**config.mk**
```make
export PLATFORM = sky130hd
export DESIGN_NAME = reorder_buffer
export DESIGN_NICKNAME = d
export VERILOG_FILES = /design/src/rtl/reorder_buffer_pkg.sv /design/src/rtl/reorder_buffer.sv
export SDC_FILE = /design/constraint.sdc
export NUM_CORES = 2
export LEC_CHECK = 0
export CORE_MARGIN = 4
export CORE_UTILIZATION = 59
export DETAILED_ROUTE_END_ITERATION = 8
export GPL_TIMING_DRIVEN = 0
export PLACE_DENSITY = 0.8
export SYNTH_ARGS = -nofsm -noshare
export SYNTH_HDL_FRONTEND = slang
export SYNTH_SLANG_ARGS = --single-unit
```
**constraint.sdc**
```tcl
create_clock -name clock -period 3.35 [get_ports clock]
set_clock_uncertainty 0.15 [all_clocks]
set_input_delay 0.5025 -clock clock [delete_from_list [all_inputs] [get_ports clock]]
set_output_delay 0.5025 -clock clock [all_outputs]
set_load 0.01 [all_outputs]
```
**src/rtl/reorder_buffer_pkg.sv**
```systemverilog
// Shared widths and payload types for the reorder buffer and its retire-side packet.
package reorder_buffer_pkg;

  localparam int unsigned XLEN   = 32;
  localparam int unsigned REG_W  = 5;
  localparam int unsigned ROB_SZ = 8;
  localparam int unsigned IDX_W  = $clog2(ROB_SZ);
  localparam int unsigned CNT_W  = $clog2(ROB_SZ + 1);

  typedef struct packed {
    logic             valid;
    logic             complete;
    logic [REG_W-1:0] dest_reg_idx;
    logic [XLEN-1:0]  npc;
    logic [XLEN-1:0]  result;
    logic             take_branch;
    logic             halt;
    logic             illegal;
  } rob_entry_t;

  typedef struct packed {
    logic             valid;
    logic [IDX_W-1:0] rob_index;
    logic [REG_W-1:0] dest_reg_idx;
    logic [XLEN-1:0]  npc;
    logic [XLEN-1:0]  result;
    logic             take_branch;
    logic             halt;
    logic             illegal;
  } co_re_packet_t;

endpackage

```
**src/rtl/reorder_buffer.sv**
```systemverilog
// Circular in-order reorder buffer: allocate at tail, complete by index, retire from head.
module reorder_buffer
  import reorder_buffer_pkg::*;
(
  input  logic                 clock,
  input  logic                 reset,
  input  logic                 flush,
  input  logic                 dispatch_valid,
  input  logic [REG_W-1:0]     dispatch_dest_idx,
  input  logic [XLEN-1:0]      dispatch_NPC,
  input  logic                 dispatch_halt,
  input  logic                 dispatch_illegal,
  output logic [IDX_W-1:0]     dispatch_rob_idx,
  output logic                 rob_full,
  input  logic                 complete_valid,
  input  logic [IDX_W-1:0]     complete_rob_idx,
  input  logic [XLEN-1:0]      complete_result,
  input  logic                 complete_take_br,
  input  logic                 move_head,
  output co_re_packet_t        head_packet,
  output logic [IDX_W-1:0]     rob_head,
  output logic                 rob_empty,
  output logic [CNT_W-1:0]     rob_count
);

  rob_entry_t       entries      [ROB_SZ];
  rob_entry_t       next_entries [ROB_SZ];
  logic [IDX_W-1:0] head_ptr, next_head;
  logic [IDX_W-1:0] tail_ptr, next_tail;
  logic [CNT_W-1:0] count, next_count;
  logic             alloc, retire;
  rob_entry_t       head_e;

  assign head_e           = entries[head_ptr];
  assign rob_full         = (count == CNT_W'(ROB_SZ));
  assign rob_empty        = (count == '0);
  assign rob_count        = count;
  assign rob_head         = head_ptr;
  assign dispatch_rob_idx = tail_ptr;

  // Head view: payload only exposed once the entry is both allocated and complete.
  always_comb begin
    head_packet           = '0;
    head_packet.rob_index = head_ptr;
    if (head_e.valid && head_e.complete) begin
      head_packet.valid        = 1'b1;
      head_packet.dest_reg_idx = head_e.dest_reg_idx;
      head_packet.npc          = head_e.npc;
      head_packet.result       = head_e.result;
      head_packet.take_branch  = head_e.take_branch;
      head_packet.halt         = head_e.halt;
      head_packet.illegal      = head_e.illegal;
    end
  end

  always_comb begin
    next_entries = entries;
    next_head    = head_ptr;
    next_tail    = tail_ptr;
    next_count   = count;
    alloc        = 1'b0;
    retire       = 1'b0;
    if (flush) begin
      for (int i = 0; i < ROB_SZ; i++) begin
        next_entries[i].valid    = 1'b0;
        next_entries[i].complete = 1'b0;
      end
      next_head  = '0;
      next_tail  = '0;
      next_count = '0;
    end else begin
      // Full is judged on the registered count, so a same-cycle retire never frees a slot.
      alloc  = dispatch_valid && !rob_full;
      retire = move_head && head_packet.valid;
      if (complete_valid && entries[complete_rob_idx].valid) begin
        next_entries[complete_rob_idx].complete    = 1'b1;
        next_entries[complete_rob_idx].result      = complete_result;
        next_entries[complete_rob_idx].take_branch = complete_take_br;
      end
      if (retire) begin
        next_entries[head_ptr].valid    = 1'b0;
        next_entries[head_ptr].complete = 1'b0;
        next_head                       = head_ptr + IDX_W'(1);
      end
      if (alloc) begin
        next_entries[tail_ptr].valid        = 1'b1;
        next_entries[tail_ptr].complete     = 1'b0;
        next_entries[tail_ptr].dest_reg_idx = dispatch_dest_idx;
        next_entries[tail_ptr].npc          = dispatch_NPC;
        next_entries[tail_ptr].result       = '0;
        next_entries[tail_ptr].take_branch  = 1'b0;
        next_entries[tail_ptr].halt         = dispatch_halt;
        next_entries[tail_ptr].illegal      = dispatch_illegal;
        next_tail                           = tail_ptr + IDX_W'(1);
      end
      next_count = count + CNT_W'(alloc) - CNT_W'(retire);
    end
  end

  always_ff @(posedge clock) begin
    if (!reset) begin
      entries  <= '{default: '0};
      head_ptr <= '0;
      tail_ptr <= '0;
      count    <= '0;
    end else begin
      entries  <= next_entries;
      head_ptr <= next_head;
      tail_ptr <= next_tail;
      count    <= next_count;
    end
  end

endmodule
```
==> flow_metrics.tcl <==
set metrics [dict create \
    numCtsBuffers 59 \
    p_leak_uw 0.01006 \
    hold_viol_final 0 \
    crit_arrival_ns 2.79 \
    fin_tns_setup_ns -2.548 \
    synthMostInstantiatedCell "nand2_1" \
    yosys-top-cells-area "dfxtp_1 (48%), mux4_2 (12%), nand2_1 (10%), a21oi_1 (6.6%), o2bb2ai_1 (5.4%)" \
    period_share 1.027 \
    power_frac_comb 0.046 \
    p_total_uw 14670 \
    violations "negative setup slack" \
    yosysSeqAreaShare 0.4774 \
    yosys_warnings 0 \
    holdBufCountCts 0 \
    fin_util 0.7265 \
    place_hpwl_um 58670 \
    rsz0062_at_grt "true" \
    max_freq_ghz 0.2908 \
    setup_violations 47 \
    pwr_density_cell_nw_per_um2 479.4 \
    synth.net_count 2684 \
    drc_errors 0 \
    placed_area_sq_um 27190 \
    crit_required_ns 2.70 \
    synth_commonest_cells "nand2_1 (675), dfxtp_1 (602), a21oi_1 (335)" \
    pin_count 169 \
    p_clk_frac 0.462 \
    end_kind "output port" \
    async_flop_share 0 \
    grt.busiest_layer "met2" \
    avgSynthCellArea_sq_um 9.729 \
    synth_cell_types 61 \
    period_needed_ns 3.439 \
    antenna_found_initial 6 \
    cts_tree "yes" \
    layout-drive-gt1-share 0.2055 \
    p_int_uw 11300 \
    vias_per_cell 6.754 \
    grtUsageMet3 0.1120 \
    io_buffers 127 \
    relSlewSlack 0.3709 \
    outcome "complete, but fails checks" \
    switching_share 0.2296 \
    drt-initial-drc-count 3495 \
    clock-sinks 602 \
    tightest_slew_ns 0.9359 \
    grt_pass1_vias 23034 \
    die_w_um 214.9 \
    syn_inst 2595 \
    clock_path_buffers 3 \
    initial_core_util 0.5992 \
    core_area_sq_um 42130 \
    start_kind "flop" \
    rows 75 \
    syn_to_final_growth_pct 21.25 \
    min_path_type "in -> reg" \
    synth.cell_area_sq_um 25250 \
    regArea_sq_um 12060 \
    synth-edff-count 0 \
    grt_overflow_total 0 \
    track_usage 0.3834 \
    place_inst 3261 \
    routed_wl_um 92350 \
    fillers 2911 \
    clk_latency_ns 0.63 \
    grt_pass1_wl_um 136600 \
    post_drt_wl_per_cell_um 27.16 \
    clkTransAtPathRegs_ns 0.06 \
    vias 22964 \
    cts-root-buf "clkbuf_16" \
    drt.antenna.violating_nets 0 \
    gp_congestion 0.9511 \
    critical_path_class "reg -> out" \
    finalInstanceArea_sq_um 30610 \
    seq_power_share 0.492 \
    die-area_sq_um 46160 \
    irDropWorstVdd_mv 0.4707 \
    use_met2 0.6026 \
    switching_power_uw 3370 \
    drv_slew 0 \
    synth_seq_cells 602 \
    die_h_um 214.9 \
    synth_ff_type "dfxtp_1" \
    stdcell_count 3400 \
    setup_ws_ns -0.08896 \
    htreeDepth 2 \
    grt_use_met1 0.4501 \
    yosys.area.top_type "dfxtp_1" \
    first_pass_iters 6 \
    cap_viol_max_count 0 \
    synth_top_area_share 0.4774 \
    worstPathMaxFanout 8 \
    finalNetCount 2903 \
    multi_input_area_sq_um 12420 \
    grt_max_degree 15 \
]
==> power by group through the flow <==
stage                     clock [uW]  combinational (uW)  sequential [uW]
after detailed placement           0                 623             7370
after CTS                       6740                 636             7210
after global routing            7070                 698             7210
final                           6780                 677             7210
after global placement             0                 611             7370
after floorplan                    0                 353             7370
==> cell usage in the layout, fill, tap and decap left out, drive strengths merged, types with 10 or more instances in the layout <==
| cell | n |
|---|---|
| nand2 | 675 |
| dfxtp | 602 |
| a21oi | 335 |
| buf | 234 |
| clkbuf | 222 |
| o2bb2ai | 155 |
| mux4 | 137 |
| nor2 | 100 |
| a32o | 99 |
| mux2i | 74 |
| clkdlybuf4s50 | 54 |
| o21ai | 16 |
| clkinv | 13 |
| nor3 | 13 |
| inv | 12 |
| a2bb2o | 10 |
| a211oi | 10 |
==> logic make-up (layout without fill, tap and decap cells) <==
| family | after synthesis | in the layout | synth area share |
|---|---|---|---|
| and+or+nand+nor | 831 | 831 | 0.1306 |
| buffers and inverters | 279 | 540 | 0.05293 |
| other | 0 | 5 | 0 |
| xor gates and xnor gates | 5 | 5 | 0.001734 |
| AOI/OAI and AO/OA | 654 | 654 | 0.1794 |
| DFF | 602 | 602 | 0.4774 |
| muxes | 216 | 216 | 0.1538 |
| adders and majority gates | 8 | 8 | 0.004262 |
==> registers in the layout, indices dropped and copies added (netlist names) <==
| name | flops |
|---|---|
| entries | 592 |
| rob_count | 4 |
| dispatch_rob_idx | 3 |
| rob_head | 3 |
==> final cells by class <==
class                           count  share of cell area
Inverter                           13            0.001594
Antenna cell                        5           0.0004087
Buffer                            263             0.05710
Tap cell                          539             0.02203
Sequential cell                   602              0.3941
Clock buffer                       87             0.05894
Multi-Input combinational cell   1714              0.4056
Clock inverter                     16            0.005273
Timing Repair Buffer              161             0.05498
==> metrics by stage <==
stage	worst slack, ns	hold WS, ns
final	-0.08896	0.01636
after global placement	-0.8993	0.2878
after CTS	-0.04118	0.006752
after floorplan	0.4109	0.2769
after detailed placement	-0.9274	0.2931
after global routing	-0.09176	0.02333
==> path summary, 6_finish.rpt <==
path	start	to	slack, ns	cells after the start
worst max-delay path	rob_head[0]$_SDFFE_PP0P_	head_packet[51]	-0.09	10
worst min-delay path	dispatch_NPC[10]	entries[415]$_SDFFE_PN0P_	0.02	3
worst max register to register	rob_count[2]$_SDFF_PP0_	entries[30]$_SDFFE_PN0N_	-0.01	9
worst min register to register	entries[337]$_SDFFE_PN0P_	entries[337]$_SDFFE_PN0P_	0.30	2
==> metal layers <==
metal | part of all wire | wire length (um)
met5 | 0 | 0
met2 | 0.45 | 41710
met1 | 0.33 | 30840
met4 | 0.082 | 7594
met3 | 0.13 | 12200
==> worst max-delay path, stage by stage (launching register included) <==
cell	delay (ns)
dfxtp_4	0.41
buf_8	0.15
mux2_4	0.31
a22oi_2	0.17
o211a_1	0.21
or2_4	0.23
buf_12	0.19
buf_16	0.14
buf_12	0.15
nor2_4	0.06
buf_6	0.13
==> timing repair <==
action	in CTS	in global routing
gates resized for setup	545	95
buffers inserted	28	3
cloned	4	0
setup endpoints to repair	76	119
pin swaps	31	29
Power figures use the tool's default switching activity.
